<file path="config.mk">
export PLATFORM = sky130hd
export DESIGN_NAME = charge_port_sched
export DESIGN_NICKNAME = d
export VERILOG_FILES = /design/src/rtl/charge_port_sched.sv
export SDC_FILE = /design/constraint.sdc
export NUM_CORES = 1
export LEC_CHECK = 0
export ABC_AREA = 1
export CAP_MARGIN = 20
export CORE_ASPECT_RATIO = 1.5
export CORE_UTILIZATION = 60
export CTS_BUF_LIST = sky130_fd_sc_hd__clkbuf_8
export DETAILED_ROUTE_END_ITERATION = 12
export PLACE_DENSITY = 0.83
export SLEW_MARGIN = 20
export SYNTH_ARGS = -nofsm -noshare
export SYNTH_HDL_FRONTEND = slang
export SYNTH_SLANG_ARGS = --single-unit
</file>
<file path="constraint.sdc">
create_clock -name CLK -period 5.4 [get_ports CLK]
set_clock_uncertainty 0.2 [all_clocks]
set_input_delay 0.81 -clock CLK [delete_from_list [all_inputs] [get_ports CLK]]
set_output_delay 0.81 -clock CLK [all_outputs]
set_load 0.03 [all_outputs]
</file>
<file path="src/rtl/charge_port_sched.sv">
// charge_port_sched: queues per-port charge requests and grants up to MAX_ACTIVE supply slots round-robin.
// Optional macro PORT0_PRIORITY_EN: a waiting port 0 is granted ahead of the round-robin search.
module charge_port_sched #(
   parameter int NPORT      = 4,
   parameter int MAX_ACTIVE = 2,
   parameter int TICK_DIV   = 25000,
   localparam int PW = (NPORT > 1) ? $clog2(NPORT) : 1,
   localparam int TW = (TICK_DIV > 1) ? $clog2(TICK_DIV) : 1
) (
   input  logic             CLK,
   input  logic             reset,
   input  logic             load,
   input  logic [PW-1:0]    load_port,
   input  logic [7:0]       load_time,
   input  logic [NPORT-1:0] cancel,
   input  logic [PW-1:0]    rd_port,
   output logic [7:0]       rd_time,
   output logic [NPORT-1:0] pending,
   output logic [NPORT-1:0] active,
   output logic [NPORT-1:0] done,
   output logic [3:0]       n_active,
   output logic             load_err
);

   typedef enum logic [1:0] {IDLE, WAIT, CHARGE} portState_e;

   portState_e       state_q [NPORT];
   portState_e       state_d [NPORT];
   logic [7:0]       time_q  [NPORT];
   logic [7:0]       time_d  [NPORT];
   logic [NPORT-1:0] done_q, done_d;
   logic             loadErr_q, loadErr_d;
   logic [3:0]       nActive_q, nActive_d;
   logic [PW-1:0]    lastGrant_q, lastGrant_d;
   logic [TW-1:0]    tickCnt_q, tickCnt_d;
   logic             tick;

   logic [NPORT-1:0] waitMask;
   logic             grantValid, grantRr;
   logic [PW-1:0]    grantIdx, cand;

   assign tick      = (tickCnt_q == TW'(TICK_DIV - 1));
   assign tickCnt_d = tick ? '0 : tickCnt_q + 1'b1;
   assign done      = done_q;
   assign load_err  = loadErr_q;
   assign n_active  = nActive_q;

   always_comb begin
      pending = '0;
      active  = '0;
      for (int i = 0; i < NPORT; i++) begin
         pending[i] = (state_q[i] == WAIT);
         active[i]  = (state_q[i] == CHARGE);
      end
      rd_time = '0;
      if (int'(rd_port) < NPORT && state_q[rd_port] != IDLE) rd_time = time_q[rd_port];
   end

   // A port cancelled this cycle is not eligible, so the grant goes to the next waiting port instead.
   always_comb begin
      waitMask   = '0;
      grantValid = 1'b0;
      grantRr    = 1'b0;
      grantIdx   = '0;
      cand       = '0;
      for (int i = 0; i < NPORT; i++) waitMask[i] = (state_q[i] == WAIT) && !cancel[i];
      if (nActive_q < 4'(MAX_ACTIVE)) begin
`ifdef PORT0_PRIORITY_EN
         if (waitMask[0]) grantValid = 1'b1;
`else
         grantValid = 1'b0;
`endif
         for (int k = 1; k <= NPORT; k++) begin
            cand = PW'((int'(lastGrant_q) + k) % NPORT);
            if (!grantValid && waitMask[cand]) begin
               grantValid = 1'b1;
               grantRr    = 1'b1;
               grantIdx   = cand;
            end
         end
      end
      lastGrant_d = grantRr ? grantIdx : lastGrant_q;
   end

   // Cancel wins over everything; a port only decrements if it was already charging at cycle start.
   always_comb begin
      done_d    = '0;
      loadErr_d = 1'b0;
      nActive_d = '0;
      for (int i = 0; i < NPORT; i++) begin
         state_d[i] = state_q[i];
         time_d[i]  = time_q[i];
         if (cancel[i]) begin
            state_d[i] = IDLE;
            time_d[i]  = '0;
         end else if (state_q[i] == CHARGE && tick) begin
            time_d[i] = time_q[i] - 8'd1;
            if (time_q[i] == 8'd1) begin
               state_d[i] = IDLE;
               done_d[i]  = 1'b1;
            end
         end else if (grantValid && grantIdx == PW'(i)) begin
            state_d[i] = CHARGE;
         end else if (load && load_port == PW'(i) && state_q[i] == IDLE && load_time != 8'd0) begin
            state_d[i] = WAIT;
            time_d[i]  = load_time;
         end
         nActive_d = nActive_d + 4'(state_d[i] == CHARGE);
      end
      if (load) begin
         if (int'(load_port) >= NPORT) loadErr_d = 1'b1;
         else loadErr_d = (load_time == 8'd0) || (state_q[load_port] != IDLE) || cancel[load_port];
      end
   end

   always_ff @(posedge CLK or posedge reset) begin
      if (reset) begin
         for (int i = 0; i < NPORT; i++) begin
            state_q[i] <= IDLE;
            time_q[i]  <= '0;
         end
         done_q      <= '0;
         loadErr_q   <= 1'b0;
         nActive_q   <= '0;
         lastGrant_q <= PW'(NPORT - 1);
         tickCnt_q   <= '0;
      end else begin
         for (int i = 0; i < NPORT; i++) begin
            state_q[i] <= state_d[i];
            time_q[i]  <= time_d[i];
         end
         done_q      <= done_d;
         loadErr_q   <= loadErr_d;
         nActive_q   <= nActive_d;
         lastGrant_q <= lastGrant_d;
         tickCnt_q   <= tickCnt_d;
      end
   end

endmodule

</file>
Word-level counts from Yosys, hierarchy flattened

Cells that the tools add are included.

Register bits: 66
Bits of input ports: 19
Output and inout port bits: 25

Add/subtract/negate cells: 12
Magnitude comparators: 8
Equality and inequality tests: 27
Mux-type cells: 87
Bitwise gates (word level): 2
Reduce and logical (&&, ||, !) cells: 54

Operator list:

| kind                                                                         | number |
|---|---|
| 8-bit 2-to-1 mux                                                             | 19 |
| 2-bit 2-to-1 mux                                                             | 29 |
| 8-bit by 1-bit equality test with 1-bit output, second input constant        | 4 |
| 8-bit by 1-bit subtractor with 8-bit output, second input constant           | 4 |
| 1-bit 2-to-1 mux                                                             | 30 |
| 1-bit logical AND                                                            | 27 |
| 2-bit equality test, second input constant                                   | 12 |
| 8-bit binary-select mux with 2-bit select                                    | 1 |
| 15-bit by 1-bit adder with 15-bit output, second input constant              | 1 |
| 15-bit equality test, second input constant                                  | 1 |
| 2-bit by 3-bit less-than comparator with 1-bit output, second input constant | 5 |
| 15-bit 2-to-1 mux                                                            | 1 |
| 2-bit by 1-bit equality test with 1-bit output, second input constant        | 6 |
| 2-bit zero test                                                              | 6 |
| 3-bit != test, second input constant                                         | 4 |
| 3-bit nonzero test                                                           | 4 |
| 1-bit binary-select mux with 2-bit select                                    | 5 |
| 2-bit binary-select mux with 2-bit select                                    | 2 |
| 8-bit zero test                                                              | 1 |
| 2-bit AND reduction                                                          | 4 |
| 8-bit nonzero test                                                           | 1 |
| 1-bit zero test                                                              | 7 |
| 3-bit greater-or-equal comparator, second input constant                     | 2 |
| 2-bit NOT with 3-bit output                                                  | 2 |
| other kinds (8)                                                              | 12 |

Logic depth before layout (Yosys ltp)

Word-level depth: 27
Mapped depth: 19
Depth with buffers taken out: 19

Worst setup path after synthesis

Ideal clock, no wire load.

Kind: in2out
Start: input port rd_port[0]
End: output port rd_time[2]
Arrival time: 2277 ps
Data required time: 4390 ps
Slack: 2113 ps
Stages: 5
Cell sequence: buf_2 -> clkinv_1 -> o21ai_0 -> nand2_1 -> a221oi_1

Cells in the longest elaborated chain, start to end: 6
Elaborated cells on any way between the ends: 9
Those cells by class: 7 x mux; 1 x bitwise; 1 x reduce/logical

RTL lines:

| what                                                  | line | source |
|---|---|---|
| start, declared                                       | 16   | `input logic [PW-1:0] rd_port,` |
| 2-bit NOT with 3-bit output (implied by the code) (*) | 56   | `if (int'(rd_port) < NPORT && state_q[rd_port] != IDLE) rd_time = time_q[rd_port];` |
| 2-bit binary-select mux with 2-bit select             | 56   |  |
| 2-bit 2-to-1 mux (implied by the code) (2 in series)  | 56   |  |
| 2-bit nonzero test                                    | 56   |  |
| 8-bit 2-to-1 mux (*)                                  | 56   |  |
| end, declared                                         | 17   | `output logic [7:0] rd_time,` |

Every way passes the cells marked *; elsewhere a longest branch is shown, timed or not. The select of a mux whose other input is x is not followed.

Final worst setup path

Start: input port rd_port[0]
End: output port rd_time[4]

The elaborated chain is that of the path after synthesis.

==> results <==
- The type of the tightest min-delay check is register to register.
- Per report_power, the clock group accounts for roughly a fifth of the total.
- The max-slew violation count is 0.
- The boundary pin count is 44.
- The core area is a little over 7000 um2.
- The initial antenna violation count is 0.
- Subtracting the final worst setup slack from the clock period gives around 4.4 ns.
- After synthesis, the share of flip-flops with an asynchronous set or reset is 100%.
- The count of instances resized after the clock tree is built is 0.
- The sum of negative setup slack is 0 ns.
- The count of yosys warnings during synthesis is 0.
- No sink is reached through more buffers than the 2 on the longest clock path.
- The post-route netlist has about a tenth of its cells at a drive strength greater than 1.
- The die height is approximately 110 um.
- Setup repair after global routing left no endpoint under its margin.
- The starting DRC count in detailed routing is ~230.
- The mapped cell area is 4440 um2.
- The number of nets in the synthesized netlist is around 640.
- Among all cell types in the netlist, the one instantiated most often is sky130_fd_sc_hd__nand2_1.
- Data arrives at the worst endpoint at between 3 and 4 ns.
- Summed over all nets, the switching power comes to 0.000865 W.
- For this run, the slowest stage of the critical path takes ~0.81 ns.
- After synthesis, the netlist uses 42 different library cells.
- The run finished with clean final reports.
- Post-CTS timing repair inserted 0 buffers for setup.
- The power per standard cell area is between 300 and 400 nW/um2.
- The internal power is around 0.0010 W.
- After layout, the worst path uses 80.6% of the clock period.
- The smallest setup slack after layout is about 1.0 ns.
- The DRC violations left is 0.
- The type of the worst setup path is input port to output pin.
- The worst max-slew margin expressed relative to the limit is about 64%.
- The number of flops mapped to enable cells by yosys is 0.
- Averaged over all synthesized cells, the footprint is 7.33 um2.
- In the final routed layout, each cell accounts on average for approximately 16 um.
- The CTS buffer count is 9.
- The post-route antenna net violation count is 0.
- The global placer's final weighted congestion is approximately 0.99.
- For this run, the leading register cell type out of synthesis is sky130_fd_sc_hd__dfrtp_1.
- Clock latency on the worst-skew pair, taken at its later pin, is around 0.36 ns.
- Registers are responsible for between 30% and 40% of the overall power.
- Traced cell by cell, the critical path runs through clkdlybuf4s50_1 -> clkinv_1 -> buf_4 -> o21ai_0 -> nand2_1 -> a221oi_1 -> clkdlybuf4s50_1.
- The total of endpoints with negative setup slack in the final report is 0.
- The net switching fraction of the power is between 40% and 50%.
- The horizontal extent of the die is between 70 and 80 um.
- By area the synthesized netlist is led by sky130_fd_sc_hd__dfrtp_1, sky130_fd_sc_hd__nand2_1, sky130_fd_sc_hd__inv_1.
- In this run the biggest area consumer among cell types represents between 30 and 40% of the synthesized area.
- The via count of the first global-routing pass is between 4k and 5k.
- The first global-routing pass estimated between 15,000 and 20,000 um of wire.
- The number of endpoints with negative hold slack in the final report came to 0.
- The worst setup path is captured at an output pin.
- Counting every sink on the clock net gives 65.
- Per report_power, the combinational group accounts for between 40% and 50% of the total.
- For this run the aggregate overflow at the end of global routing stands at 0.
- The peak supply drop is 0.000195 V.
- At the pin with the least slew margin, the transition time is around 0.54 ns.
- The TritonCTS clock tree is built.
- The area growth from synthesis to layout is 14.9%.
- Hold is met by about 0.27 ns.
- 0 antenna diodes ended up in the layout.
- The filler cells instantiated in the layout total 597.
- The count of buffers from port buffering is 42.
- The total number of vias is around 4.3k.
- The share of the Yosys chip area taken by registers is 36.7%.
- The startpoint class of the critical path is an input port.
- The largest fanout of any net on the critical path is 19.
- The die footprint is approximately 7800 um2.
- The static leakage is 2.46 nW.
- The H-tree was split into 3 levels.
- The global-route usage over all layers is 32.9%.
- After synthesis the netlist holds a flip-flop and latch count of 65.
- Once detailed placement completed, the half-perimeter wirelength came to roughly 9000 um.
- Row generation in the floorplan step produced 38 rows.
- Before CTS, the worst setup slack after placement is 1.10 ns.
- The cell type with the largest total area after synthesis is sky130_fd_sc_hd__dfrtp_1.
- The fmax is 230 MHz.
- For this design, the slowest cell found on the critical path is sky130_fd_sc_hd__clkdlybuf4s50_1.
- The starting density of the core is approximately 62%.
- Clock-pin slew was measured on the worst setup and hold paths at ~0.080 ns.
- In the synthesized netlist, the cells that appear most often are sky130_fd_sc_hd__nand2_1, sky130_fd_sc_hd__inv_1, sky130_fd_sc_hd__dfrtp_1.
- In this run the clock root is driven by a sky130_fd_sc_hd__clkbuf_8.
- In this design, the critical path's most frequently occurring cell is sky130_fd_sc_hd__clkdlybuf4s50_1.
- The total wirelength of the detailed-routed design is 11,900 um.
- At the end of the flow, the number of nets in the layout was 680.
- The first TritonRoute pass finished after 5 iterations.
- The via count normalized by instance count is roughly 5.7.
- The number of hold buffers added after CTS was 0.
- Entering global routing, the biggest net connects 41 pins.
- After technology mapping, the gate count stands at slightly above 600.
- STA puts the critical path data required time at around 4.4 ns.
- The max-cap check violation count is 0.
-- cell usage in the layout (no fill, tap or decap), types with 2 or more instances in the layout --
cell	Yosys	layout
sky130_fd_sc_hd__o211ai_1	5	5
sky130_fd_sc_hd__nand2_2	12	12
sky130_fd_sc_hd__xor2_1	21	21
sky130_fd_sc_hd__nand3_2	5	5
sky130_fd_sc_hd__dfstp_2	2	2
sky130_fd_sc_hd__buf_4	4	2
sky130_fd_sc_hd__clkinv_1	2	2
sky130_fd_sc_hd__clkinv_2	1	3
sky130_fd_sc_hd__nor2_1	59	59
sky130_fd_sc_hd__nor2_4	3	3
sky130_fd_sc_hd__o21ai_1	5	5
sky130_fd_sc_hd__ha_1	11	11
sky130_fd_sc_hd__nor2_2	8	8
sky130_fd_sc_hd__dfrtp_1	63	63
sky130_fd_sc_hd__a21oi_1	38	38
sky130_fd_sc_hd__nor3_1	11	11
sky130_fd_sc_hd__inv_2	9	10
sky130_fd_sc_hd__clkinvlp_4	0	2
sky130_fd_sc_hd__nand4_1	14	14
sky130_fd_sc_hd__inv_1	77	76
sky130_fd_sc_hd__a221oi_1	5	5
sky130_fd_sc_hd__xnor2_1	5	5
sky130_fd_sc_hd__nor4_1	4	4
sky130_fd_sc_hd__clkbuf_8	0	10
sky130_fd_sc_hd__nand3_1	30	30
sky130_fd_sc_hd__o22ai_1	24	24
sky130_fd_sc_hd__nand2_4	3	3
sky130_fd_sc_hd__o21ai_0	40	40
sky130_fd_sc_hd__clkdlybuf4s50_1	0	42
sky130_fd_sc_hd__nand2_1	125	125
-- flip-flops by register name, summed over array words and instances (netlist names) --
name	cells
tickCnt_q	15
state_q	8
load_err	1
n_active	3
done	4
lastGrant_q	2
time_q	32
-- worst paths after layout --
check                                            from                    endpoint  slack, ns  depth (start not counted)
min in group asynchronous                       reset      tickCnt_q[5]$_DFF_PP0_       0.62                          2
setup reg to reg           lastGrant_q[0]$_DFFE_PP1P_       n_active[1]$_DFF_PP0_       2.05                         17
hold reg to reg                tickCnt_q[0]$_DFF_PP0_      tickCnt_q[0]$_DFF_PP0_       0.27                          1
hold / removal                 tickCnt_q[0]$_DFF_PP0_      tickCnt_q[0]$_DFF_PP0_       0.27                          1
max in group asynchronous                       reset  lastGrant_q[0]$_DFFE_PP1P_       3.43                          3
setup / recovery                           rd_port[0]                  rd_time[4]       1.05                          7
-- logic make-up (layout without fill, tap and decap cells) --
group	after synthesis	after routing	share of synthesized area, %
fa+ha+maj	12	12	3.55
compound gates	122	122	15.6
buf+inv	102	150	9.46
flops	65	65	36.7
simple gates	276	276	28.5
xor+xnor	28	28	6.11
other cells	1	1	0.0844
-- power groups by stage --
stage	registers, W	clock network [W]	logic [W]
floorplan	0.000613	0	0.000694
global placement	0.000642	0	0.000855
detailed placement	0.000644	0	0.000875
CTS	0.000635	0.000391	0.000880
global route	0.000644	0.000411	0.000983
finish	0.000637	0.000389	0.000881
-- cell type report --
cell class | count | area [um2] | share of cell area (%)
well taps | 100 | 125 | 2.45
flip-flops and latches | 65 | 1630 | 31.9
inverters | 90 | 342 | 6.69
clock inverters | 6 | 42.5 | 0.834
clock buffers | 10 | 138 | 2.70
repair buffers | 44 | 435 | 8.53
multi-input cells | 439 | 2390 | 46.9
-- metal layers --
layer / track usage, % / up-vias / wire [um]
li1: - / 2079 / -
met1: 36.3 / 1990 / 4730
met2: 56.5 / 148 / 5920
met3: 6.55 / 49 / 568
met4: 21.4 / 0 / 641
met5: 0 / - / 0
-- worst max-delay path, delay by kind of cell --
kind | cells | cell delay, ns
buffers and inverters | 4 | 1.88
AOI/OAI and AO/OA | 2 | 0.46
and+or+nand+nor | 1 | 0.19
-- through the flow --
stage	power [W]	instances	utilization, %	area (um2)
after floorplan	0.00131	606	-	4440
after global placement	0.00150	738	68.6	4920
after detailed placement	0.00152	738	68.6	4920
after CTS	0.00191	754	71.1	5100
after global routing	0.00204	754	71.1	5100
final	0.00191	754	71.1	5100
Power figures use the tool's default switching activity.
